`src/rtl/erase_fill_writer.sv`:
```
// In-order writer into a DEPTH-entry store; an erasure request scrubs every
// entry to zero and guarantees no source word is written or held across it.
module erase_fill_writer #(
  parameter int unsigned WIDTH  = 8,
  parameter int unsigned DEPTH  = 4,
  parameter int unsigned ADDR_W = 2
) (
  input  logic              clk,
  input  logic              rst,
  input  logic              invalid_i,
  input  logic              release_i,
  input  logic              in_valid_i,
  input  logic [WIDTH-1:0]  in_data_i,
  output logic              in_ready_o,
  output logic              wr_en_o,
  output logic [ADDR_W-1:0] wr_addr_o,
  output logic [WIDTH-1:0]  wr_data_o,
  output logic [ADDR_W:0]   count_o,
  output logic              full_o,
  output logic              scrub_busy_o
);

  localparam int unsigned CNT_W = ADDR_W + 1;

  typedef enum logic [1:0] {IDLE, FILL, FULL, SCRUB} state_e;

  state_e             state_q, state_d;
  logic [CNT_W-1:0]   count_q, count_d;
  logic [CNT_W-1:0]   scrub_ptr_q, scrub_ptr_d;
  logic               wr_en_q, wr_en_d;
  logic [ADDR_W-1:0]  wr_addr_q, wr_addr_d;
  logic [WIDTH-1:0]   wr_data_q, wr_data_d;
  logic               full_q, full_d;
  logic               scrub_busy_q, scrub_busy_d;
  logic               scrub_done_c;
  logic               scrub_start_c;
  logic               accept_c;

  assign in_ready_o    = !invalid_i && !release_i && (state_q != SCRUB) && !full_q;
  assign accept_c      = in_valid_i && in_ready_o;
  // scrub_ptr_q == DEPTH means the last scrub write is on the outputs now
  assign scrub_done_c  = (state_q == SCRUB) && (scrub_ptr_q == CNT_W'(DEPTH));
  assign scrub_start_c = invalid_i && ((state_q != SCRUB) || scrub_done_c);

  // Next-state and registered-output logic; the write pointer equals count_q.
  always_comb begin
    state_d      = state_q;
    count_d      = count_q;
    scrub_ptr_d  = scrub_ptr_q;
    wr_en_d      = 1'b0;
    wr_addr_d    = wr_addr_q;
    wr_data_d    = wr_data_q;
    full_d       = full_q;
    scrub_busy_d = scrub_busy_q;

    if (invalid_i) begin
      wr_data_d = '0;
    end

    if (scrub_start_c) begin
      state_d      = SCRUB;
      wr_en_d      = 1'b1;
      wr_addr_d    = '0;
      wr_data_d    = '0;
      scrub_ptr_d  = CNT_W'(1);
      scrub_busy_d = 1'b1;
      if (scrub_done_c) begin
        count_d = '0;
        full_d  = 1'b0;
      end
    end else if (scrub_done_c) begin
      state_d      = IDLE;
      count_d      = '0;
      full_d       = 1'b0;
      scrub_busy_d = 1'b0;
    end else if (state_q == SCRUB) begin
      wr_en_d     = 1'b1;
      wr_addr_d   = scrub_ptr_q[ADDR_W-1:0];
      wr_data_d   = '0;
      scrub_ptr_d = scrub_ptr_q + CNT_W'(1);
    end else if (release_i) begin
      state_d = IDLE;
      count_d = '0;
      full_d  = 1'b0;
    end else if (accept_c) begin
      wr_en_d   = 1'b1;
      wr_addr_d = count_q[ADDR_W-1:0];
      wr_data_d = in_data_i;
      count_d   = count_q + CNT_W'(1);
      full_d    = (count_d == CNT_W'(DEPTH));
      state_d   = full_d ? FULL : FILL;
    end
  end

  always_ff @(posedge clk) begin
    if (rst) begin
      state_q      <= IDLE;
      count_q      <= '0;
      scrub_ptr_q  <= '0;
      wr_en_q      <= 1'b0;
      wr_addr_q    <= '0;
      wr_data_q    <= '0;
      full_q       <= 1'b0;
      scrub_busy_q <= 1'b0;
    end else begin
      state_q      <= state_d;
      count_q      <= count_d;
      scrub_ptr_q  <= scrub_ptr_d;
      wr_en_q      <= wr_en_d;
      wr_addr_q    <= wr_addr_d;
      wr_data_q    <= wr_data_d;
      full_q       <= full_d;
      scrub_busy_q <= scrub_busy_d;
    end
  end

  assign wr_en_o      = wr_en_q;
  assign wr_addr_o    = wr_addr_q;
  assign wr_data_o    = wr_data_q;
  assign count_o      = count_q;
  assign full_o       = full_q;
  assign scrub_busy_o = scrub_busy_q;

endmodule

```
`config.mk`:
```
export PLATFORM = sky130hd
export DESIGN_NAME = erase_fill_writer
export DESIGN_NICKNAME = d
export VERILOG_FILES = /design/src/rtl/erase_fill_writer.sv
export SDC_FILE = /design/constraint.sdc
export NUM_CORES = 1
export LEC_CHECK = 0
export ABC_CLOCK_PERIOD_IN_PS = 1580
export BUFFER_PORTS_ARGS = -buffer_cell sky130_fd_sc_hd__buf_4
export CELL_PAD_IN_SITES_DETAIL_PLACEMENT = 1
export CELL_PAD_IN_SITES_GLOBAL_PLACEMENT = 1
export CORE_AREA = 2 2 58 60
export CTS_CLUSTER_DIAMETER = 50
export DETAILED_ROUTE_END_ITERATION = 16
export DIE_AREA = 0 0 60 62
export GPL_TIMING_DRIVEN = 0
export PLACE_DENSITY = 0.73
export SLEW_MARGIN = 20
export SYNTH_ARGS = -nofsm -noshare
export SYNTH_HDL_FRONTEND = slang
export SYNTH_SLANG_ARGS = --single-unit
```
`constraint.sdc`:
```
create_clock -name clk -period 1.58 [get_ports clk]
set_input_delay 0.079 -clock clk [delete_from_list [all_inputs] [get_ports clk]]
set_output_delay 0.079 -clock clk [all_outputs]
set_load 0.01 [all_outputs]
```
==> results of run 1 <==
metal layers:
| metal | up-vias | GRT usage (%) | wire (um) |
|---|---|---|---|
| met3 | 4 | 3.52 | 119 |
| met1 | 523 | 23.0 | 1390 |
| met2 | 31 | 33.4 | 1640 |
| met4 | 0 | 6.03 | 24 |
| li1 | 523 | - | - |
| met5 | - | 0 | 0 |
flip-flops by register name (all words and copies together) (netlist names):
register and cells:
scrub_busy_o 1, wr_data_o 8, wr_addr_o 2, wr_en_o 1
scrub_ptr_q 3, full_o 1, state_q 2, count_o 3
worst min-delay path, delay by kind of cell:
kind,cells,cell delay (ns)
simple gates,1,0.05
buf+inv,1,0.12
compound gates,1,0.05
Yosys cell counts (2+ instances only):
library cell  instances
a211oi_1              3
nor3_1                8
clkbuf_1              2
and2_1                2
nor2_1                3
nand2_1              11
a31oi_2               8
buf_1                 2
o21ai_0               2
nand2_2               8
nand4_1               8
xor2_1                2
o221a_2               2
ha_1                  4
nor2b_1               2
a21oi_1               4
buf_6                 2
inv_1                 2
dfxtp_1              21
nand3_1              10
power breakdown:
group	switching, mW	internal (mW)	leakage (nW)
logic	0.0990	0.0820	0.351
registers	0.0162	0.548	0.172
clock network	0.171	0.0986	0.0150
total	0.286	0.728	0.538
cells in the final DEF, fill, tap and decap left out, types with 3 or more instances in the layout:
| cell type | n |
|---|---|
| a211oi_1 | 3 |
| nand2_1 | 9 |
| nand4_1 | 8 |
| nand2_2 | 10 |
| a31oi_2 | 8 |
| nand3_1 | 10 |
| buf_4 | 31 |
| nor3_1 | 8 |
| a21oi_1 | 4 |
| clkbuf_4 | 3 |
| ha_1 | 3 |
| nor2_1 | 3 |
| dfxtp_1 | 19 |
layout make-up:
type | instances | area (sq um) | share of cell area (%)
Buffer | 9 | 70.1 | 4.86
Clock buffer | 4 | 26.3 | 1.82
Inverter | 3 | 11.3 | 0.781
Multi-Input combinational cell | 91 | 637 | 44.1
Sequential cell | 21 | 423 | 29.3
Tap cell | 46 | 57.6 | 3.99
Timing Repair Buffer | 29 | 218 | 15.1
cell families (layout without fill, tap and decap cells):
group / Yosys count / in the layout / synth area share [%]
AO/OA/AOI/OAI: 29 / 29 / 23.0
XOR/XNOR: 2 / 2 / 1.56
adder cells (fa/ha/maj): 4 / 4 / 4.46
buffers and inverters: 12 / 45 / 6.58
flip-flops: 21 / 21 / 37.5
multiplexers: 1 / 1 / 0.892
AND/OR/NAND/NOR: 55 / 55 / 26.1
worst min path at each step:
stage	endpoint	slack [ns]	cells after the start
4_1_cts	scrub_busy_o	0.03	3
2_1_floorplan	wr_data_o[0]	0.24	2
3_3_place_gp	wr_data_o[7]	0.37	3
6_report	scrub_busy_o	0.03	3
3_5_place_dp	scrub_busy_o	0.37	3
5_1_grt	scrub_busy_o	0.02	3
repair_timing:
item | 4_1_cts | 5_1_grt
setup endpoints to repair | 12 | 13
gates cloned | 0 | 0
resized for setup | 3 | 9
hold buffers | 0 | 0
pin swaps | 1 | 1
buffers inserted | 0 | 2
metrics by stage:
| step | util [%] | setup TNS [ns] |
|---|---|---|
| floorplan | - | 0 |
| global placement | 43.5 | -0.690 |
| detailed placement | 43.5 | -1.12 |
| CTS | 44.5 | 0 |
| global route | 45.4 | -0.0252 |
| finish | 45.4 | 0 |
==> impl_results.md, run 1 <==
* Via density at ~5.3
* Cell breakdown of the critical path: inv_1 -> ha_2 -> and4_2 -> buf_4 -> nand3_1 -> a31oi_2
* Total Power at about 1.0 mW
* H-Tree Depth at 1
* Worst EP arrival at about 1.7 ns
* Distinct cells, synth at 38
* Vias in the first global route at 1138
* Synth async-reset ratio at 0%
* FF-to-FF setup slack at roughly 0.084 ns
* Clock Latency Late Sink at about 0.31 ns
* Clock Tree Buf Depth at 2
* ANT nets after route at 0
* Fin crit period at about 1.5 ns
* Leak pwr at between 0.5 and 0.6 nW
* Root buf cell: clkbuf_4
* Max incr delay on CP at 0.34 ns
* Dpl cell area at 1380 sq um
* Antenna violations before repair at 0
* Area Overhead vs Synth at 28.5%
* Pre-CTS setup slack at -0.172 ns
* Vias at 1081
* Crit. End Element: flop
* Flops & latches, synth at 21
* Largest area contributor in the netlist: dfxtp_1
* Worst Max-Slew Pin Slew at ~0.52 ns
* Max Cap Violations at 0
* Total CTS buffers at 3
* R2R Path End: wr_data_o[4]
* Post-synth top area share at 37.5%
* I/O Buffers at 27
* CP top delay family: simple AND/OR/NAND/NOR gates
* Sequential-to-total area share from yosys stat at a little under two fifths
* Mapped Nets at ~140
* Clock-pin slew on the worst setup and hold paths at approximately 0.12 ns
* EDFF count, synth at 0
* Number of placed I/O pins at 30
* R2r startpoint: scrub_ptr_q[0]
* Cell Pwr Density at ~700 nW/um^2
* Syn Area/Cell at slightly above 9 sq um
* Global-route wire length before repair at about 5.3 mm
* Critical Path Start Type: flop
* Drt wl/cell at 15.7 um
* Worst Skew at 0.00137 ns
* Crit path max fanout at 10
* Setup slack after layout at between 0.08 and 0.09 ns
* Slew HR at roughly two thirds
* Antenna diodes at 0
* Fraction of layout cells with a size suffix above 1 at between 40 and 50%
* Maximum VDD drop at ~0.3 mV
* Tot GR Track Use at 18.8%
* Post-Synthesis Cells at 124
* Routability congestion estimate at 0.768
* Die ar. at around 3700 sq um
* Final Max Tran Viols at 0
* Die width at approximately 60 um
* First-pass DRT Iterations at 4
* TritonCTS clock tree: yes
* Final #Nets at around 180
* HPWL Detailed at 2.27 mm
* Core ar. at between 3000 and 4000 sq um
* Crit path depth at 6
* CP startpoint: scrub_ptr_q[0]
* Clock sink count at 21
* HP Class: in -> reg
* Final setup viols at 0
* Post-route clock period utilization at between 90% and 100%
* Critical path class: reg -> reg
* Vert. Die Dim at approximately 62 um
* Remaining Overflow, GRT at 0
* FP Rows at 21
* Buf/Inv on CP at 2
* Status: finished, final reports clean
* Finished Layout Cells at approximately 200
* Post-Synthesis Cell Area at ~1100 sq um
* Worst Setup EP: wr_data_o[4]
* Critical Path RT at around 1.8 ns
* Fill cells at between 300 and 400
* Hold WS at ~0.032 ns
* Largest net degree at the start of global routing at 12
* Placed instance count at around 200
* Synth area leaders: dfxtp_1 (37%), a31oi_2 (8.9%), ha_1 (4.5%)
* Total routed wirelength at roughly 3.2 mm
* # DRC at 0
* Cell area after layout at about 1400 sq um
* Yosys Warn Count at 0
* Endpoints failing hold at 0
* Worst r2r path cells at 6
* Drt initial violations at 23
* Starting density of the core at a little over a third
* FMAX at 0.668 GHz
* Worst Hold Launch: invalid_i
* Dominant synthesized flop cell: dfxtp_1
* Slowest-stage cell, CP: dfxtp_2
Power figures use the tool's default switching activity.
==> run 2, diff against run 1 <==
BUFFER_PORTS_ARGS = unset   (was -buffer_cell sky130_fd_sc_hd__buf_4)
CORE_AREA = 2 2 53 55   (was 2 2 58 60)
DIE_AREA = 0 0 55 57   (was 0 0 60 62)
DONT_BUFFER_PORTS = 1   (was unset)
==> impl_results.md, run 2 (same netlist as run 1, synthesis figures left out) <==
* Via density at 5.98 (+12%)
* Largest net degree at the start of global routing at 13 (+1)
* Status: finished, final reports clean
* Leak pwr at 0.430 nW (-20%)
* Dpl cell area at 1160 sq um (-16%)
* Final setup viols at 0 (unchanged)
* Max reg flops at 8 (unchanged)
* Clock power share at 27.3% (+0.7 points)
* Vias at 1004 (-7.1%)
* Most Crowded Layer GR: met2
* Area Overhead vs Synth at 15.6%
* Die ar. at 3140 sq um (-16%)
* GR Layer Usage met1 at 24.0% (+0.99 points)
* HP Class: in -> reg
* Drt wl/cell at 16.7 um (+6.6%)
* Clock Tree Buf Depth at 2 (unchanged)
* Root buf cell: clkbuf_4
* Fin crit period at 1.49 ns (-0.00696 ns)
* Slowest-stage cell, CP: dfxtp_2
* Maximum VDD drop at 0.539 mV (+82%)
* RSZ-0062 raised after global routing: false
* Max Cap Violations at 0 (unchanged)
* FP Rows at 19 (-9.5%)
* Critical Path Start Type: flop
* Worst EP arrival at 1.74 ns (about the same)
* CP top delay family: simple AND/OR/NAND/NOR gates
* Vias in the first global route at 986 (-13%)
* Clock sink count at 21 (unchanged)
* Met3 Use GR at 4.19% (+0.67 points)
* Crit path max fanout at 10 (unchanged)
* Critical Path RT at 1.83 ns (about the same)
* Switching power total at 0.281 mW (-1.8%)
* Max incr delay on CP at 0.36 ns (+0.02 ns)
* Clock-pin slew on the worst setup and hold paths at 0.12 ns (about the same)
* Routability congestion estimate at 0.809 (+5.4%)
* Finished Core Util at 49.6% (+4.2 points)
* # DRC at 0 (unchanged)
* Total Power at 0.986 mW (-2.8%)
* Cell area after layout at 1300 sq um (-10%)
* Crit. End Element: flop
* Cell breakdown of the critical path: inv_1 -> ha_2 -> and4_2 -> clkbuf_4 -> nand3_1 -> a31oi_2
* Global-route wire length before repair at 4.66 mm (-11%)
* HPWL Detailed at 2.00 mm (-12%)
* Endpoints failing hold at 0 (unchanged)
* TritonCTS clock tree: yes
* Remaining Overflow, GRT at 0 (unchanged)
* Core ar. at 2620 sq um (-18%)
* Drt initial violations at 20 (-13%)
* Worst Max-Slew Pin Slew at 0.441 ns (-0.0806 ns)
* Hold WS at 0.00930 ns (-0.0223 ns)
* Antenna diodes at 0 (unchanged)
* Met2 Use GR at 34.4% (+0.97 points)
* Slew HR at 70.6% (+5.4 points)
* Combinational Power Share at 14.8% (-3.0 points)
* Tot GR Track Use at 20.0% (+1.2 points)
* Cell Pwr Density at 760 nW/um^2 (+8.1%)
* I/O Buffers at 0 (-100%)
* First-pass DRT Iterations at 4 (unchanged)
* Finished Layout Cells at 168 (-17%)
* ANT nets after route at 0 (unchanged)
* Starting density of the core at 42.9% (+7.6 points)
* Total routed wirelength at 2.81 mm (-12%)
* Flop pwr share at 57.9% (+2.3 points)
* Buf/Inv on CP at 2 (unchanged)
* Int Pwr at 0.705 mW (-3.2%)
* H-Tree Depth at 1 (unchanged)
* Switching Fraction at 28.5% (+0.28 points)
* Number of placed I/O pins at 30 (unchanged)
* Placed instance count at 155 (-21%)
* Clock Latency Late Sink at 0.31 ns (about the same)
* Die width at 55 um (-8.3%)
* Post-route clock period utilization at 94.2% (-0.44 points)
* Most frequent cells in the layout: dfxtp_1 (19), nand2_2 (11), nand3_1 (10)
* Worst Skew at 0.00121 ns (-0.000160 ns)
* Critical path class: reg -> reg
* Fraction of layout cells with a size suffix above 1 at 29.2% (-13 points)
* FMAX at 0.672 GHz (+0.47%)
* Vert. Die Dim at 57 um (-8.1%)
* Final Max Tran Viols at 0 (unchanged)
* Final #Nets at 155 (-11%)
* Antenna violations before repair at 0 (unchanged)
* Fill cells at 305 (-22%)
* Total CTS buffers at 3 (unchanged)
* Most common cell after layout, fill and taps aside: dfxtp_1
## run 2: cell types whose count changed in the layout (fill, tap and decap cells not counted)
cell / change
clkbuf_1: -1
nand2_1: -1
clkinv_2: +1
clkbuf_4: +1
nand2_2: +1
buf_4: -29
dlygate4sd3_1: +8
## run 2: final timing paths
check,slack [ns],to,from,cells past startpoint
hold reg to reg,0.47,scrub_ptr_q[0],scrub_ptr_q[0],1
hold / removal,0.009,state_q[0],release_i,2
setup / recovery,0.09,wr_data_o[3],scrub_ptr_q[0],6
setup reg to reg,0.09,wr_data_o[3],scrub_ptr_q[0],6
## run 2: layer usage
layer	share of wire (%)	vias to the layer above
met2	52	18
met3	3.8	2
li1	-	488
met5	0	-
met4	0.61	0
met1	43	496
## run 2: cell type report
| cell class | instances | area [sq um] | area share (%) |
|---|---|---|---|
| multi-input cells | 91 | 639 | 49.3 |
| flip-flops and latches | 21 | 423 | 32.6 |
| repair buffers | 9 | 87.6 | 6.75 |
| plain buffers | 9 | 70.1 | 5.40 |
| well taps | 31 | 38.8 | 2.99 |
| clock buffers | 3 | 22.5 | 1.74 |
| inverters | 3 | 11.3 | 0.868 |
| clock inverters | 1 | 5.00 | 0.386 |
## run 2: power groups by stage
stage	Clock, mW	Sequential [mW]	Combinational (mW)
6_report	0.269	0.571	0.146
5_1_grt	0.300	0.575	0.161
4_1_cts	0.278	0.571	0.143
3_5_place_dp	0	0.582	0.123
3_3_place_gp	0	0.581	0.119
2_1_floorplan	0	0.577	0.0977
## run 2: metrics by stage
| step | setup TNS (ns) | worst slack, ns |
|---|---|---|
| global placement | -0.720 | -0.102 |
| CTS | 0 | 0.0140 |
| detailed placement | -0.952 | -0.138 |
| floorplan | 0 | 0.144 |
| global route | 0 | 0.00353 |
| finish | 0 | 0.0909 |
## run 2: timing repair
item                                   CTS  global route
endpoints found under the hold margin    8             0
hold buffers                             8             0
setup endpoints to repair               10            11
pin swaps                                1             1
buffers inserted                         0             1
gates resized for setup                  3             9
==> run 3, diff against run 2 <==
CELL_PAD_IN_SITES_DETAIL_PLACEMENT = unset   (was 1)
CELL_PAD_IN_SITES_GLOBAL_PLACEMENT = unset   (was 1)
PLACE_DENSITY = 0.57   (was 0.73)
==> impl_results.md, run 3 (same netlist as run 1, synthesis figures left out) <==
* Status: finished, final reports clean
* ANT nets after route at 0 (unchanged)
* Crit. End Element: flop
* Vert. Die Dim at 57 um (unchanged)
* Setup slack after layout at 0.127 ns (+0.0363 ns)
* Leak pwr at 0.434 nW (+1.1%)
* Area Overhead vs Synth at 16.5%
* Most common cell after layout, fill and taps aside: dfxtp_1
* I/O Buffers at 0 (unchanged)
* Cell Pwr Density at 760 nW/um^2 (about the same)
* Fraction of layout cells with a size suffix above 1 at 27.5% (-1.7 points)
* Root buf cell: clkbuf_4
* Max reg flops at 8 (unchanged)
* Final Max Tran Viols at 0 (unchanged)
* Die width at 55 um (unchanged)
* Critical Path RT at 1.79 ns (-0.04 ns)
* FMAX at 0.688 GHz (+2.5%)
* FF+latch area at 424 sq um (+0.30%)
* Via density at 5.95 (-0.39%)
* Antenna violations before repair at 0 (unchanged)
* Clock sink count at 21 (unchanged)
* Core ar. at 2620 sq um (unchanged)
* Pre-CTS setup slack at -0.138 ns (+0.000589 ns)
* Largest net degree at the start of global routing at 13 (unchanged)
* Post-route clock period utilization at 92.0% (-2.3 points)
* Worst Hold Launch: invalid_i
* Total CTS buffers at 3 (unchanged)
* Endpoints failing hold at 0 (unchanged)
* Routability congestion estimate at 0.837 (+3.5%)
* Max Cap Violations at 0 (unchanged)
* Area of the multi-input gates at 638 sq um (-0.20%)
* # DRC at 0 (unchanged)
* Total routed wirelength at 2.66 mm (-5.3%)
* Worst Skew at 0.00296 ns (+0.00175 ns)
* HP Class: in -> reg
* Slew HR at 70.2% (-0.37 points)
* Antenna diodes at 0 (unchanged)
* FP Rows at 19 (unchanged)
* Number of placed I/O pins at 30 (unchanged)
* Worst Max-Slew Pin Slew at 0.447 ns (+0.00550 ns)
* Tot GR Track Use at 19.8% (-0.26 points)
* Final setup viols at 0 (unchanged)
* Drt wl/cell at 15.7 um (-5.8%)
* Critical path class: reg -> reg
* Fin crit period at 1.45 ns (-0.0363 ns)
* Maximum VDD drop at 0.436 mV (-19%)
* HPWL Detailed at 1.87 mm (-6.9%)
* Critical Path Start Type: flop
* Worst EP arrival at 1.66 ns (-0.08 ns)
* Global-route wire length before repair at 4.61 mm (-1.2%)
* Final #Nets at 156 (+0.65%)
* Starting density of the core at 42.9% (unchanged)
* TritonCTS clock tree: yes
* Die ar. at 3140 sq um (unchanged)
* Remaining Overflow, GRT at 0 (unchanged)
* Clock Latency Late Sink at 0.31 ns (about the same)
* First-pass DRT Iterations at 4 (unchanged)
* Drt initial violations at 23 (+15%)
* RSZ-0062 raised after global routing: false
* Clock Tree Buf Depth at 2 (unchanged)
* CP startpoint: full_o
* Vias at 1006 (+0.20%)
* Hold WS at 0.0230 ns (+0.0137 ns)
* Most frequent cells in the layout: dfxtp_1 (20), nand2_2 (10), nand3_1 (10)
* Crit path max fanout at 10 (unchanged)
* Fill cells at 252 (-17%)
* Vias in the first global route at 1017 (+3.1%)
* R2r startpoint: full_o
* Clock-pin slew on the worst setup and hold paths at 0.13 ns (about the same)
* H-Tree Depth at 1 (unchanged)
==> run 3: cell count changes in the layout (fill, tap and decap cells not counted) <==
| cell | change |
|---|---|
| dfxtp_2 | -2 |
| and4_2 | -1 |
| and4_4 | +1 |
| buf_4 | +1 |
| clkbuf_4 | -1 |
| dfxtp_1 | +1 |
| dfxtp_4 | +1 |
| dlygate4sd3_1 | +1 |
| nand2_1 | +1 |
| nand2_2 | -1 |
==> run 3: what timing repair did <==
item | CTS | global route
gates cloned | 0 | 0
endpoints found under the hold margin | 9 | 0
pin swaps | 0 | 1
hold buffers | 9 | 0
endpoints found under the setup margin | 12 | 12
gates resized for setup | 3 | 10
setup buffers | 0 | 1
==> run 3: per-layer routing <==
metal,routed length [um],part of all wire (%),up-vias,track usage [%]
met3,147,5.5,4,3.66
met1,1140,43,484,24.5
met4,34,1.3,0,8.01
met5,0,0,-,0
met2,1330,50,32,33.0
li1,-,-,486,-
==> run 3: final cells by class <==
type	instances	share of cell area (%)
plain buffers	9	5.36
flip-flops and latches	21	32.4
repair buffers	10	7.46
well taps	31	2.97
inverters	3	0.861
clock inverters	1	0.383
clock buffers	3	1.72
multi-input cells	91	48.8
==> run 3: worst max-delay path, cell delays in order, from the launching register on <==
cell and delay, ns:
dfxtp_1 0.44, nor2b_1 0.07, clkbuf_2 0.16, and2_1 0.18
buf_6 0.13, buf_8 0.15, mux2i_1 0.16, nor3_2 0.05
==> run 3: where the power goes <==
group	switching, mW	internal [mW]	total [mW]
Combinational	0.0822	0.0644	0.147
Sequential	0.0224	0.547	0.570
Clock	0.183	0.0947	0.277
==> run 3: path summary, 6_finish.rpt <==
path,end,slack [ns],cells past startpoint
min reg2reg,scrub_ptr_q[0],0.47,1
max reg2reg,count_o[0],0.13,7
max,count_o[0],0.13,7
min,scrub_busy_o,0.02,3
==> run 3: metrics by stage <==
stage | utilization (%) | cell area, sq um | total power [mW] | instances | setup TNS, ns
after floorplan | - | 1120 | 0.675 | 124 | 0
after CTS | 49.1 | 1280 | 0.999 | 168 | 0
after detailed placement | 44.4 | 1160 | 0.703 | 155 | -0.953
final | 50.0 | 1310 | 0.994 | 169 | 0
after global routing | 50.0 | 1310 | 1.04 | 169 | 0
after global placement | 44.4 | 1160 | 0.700 | 155 | -0.722
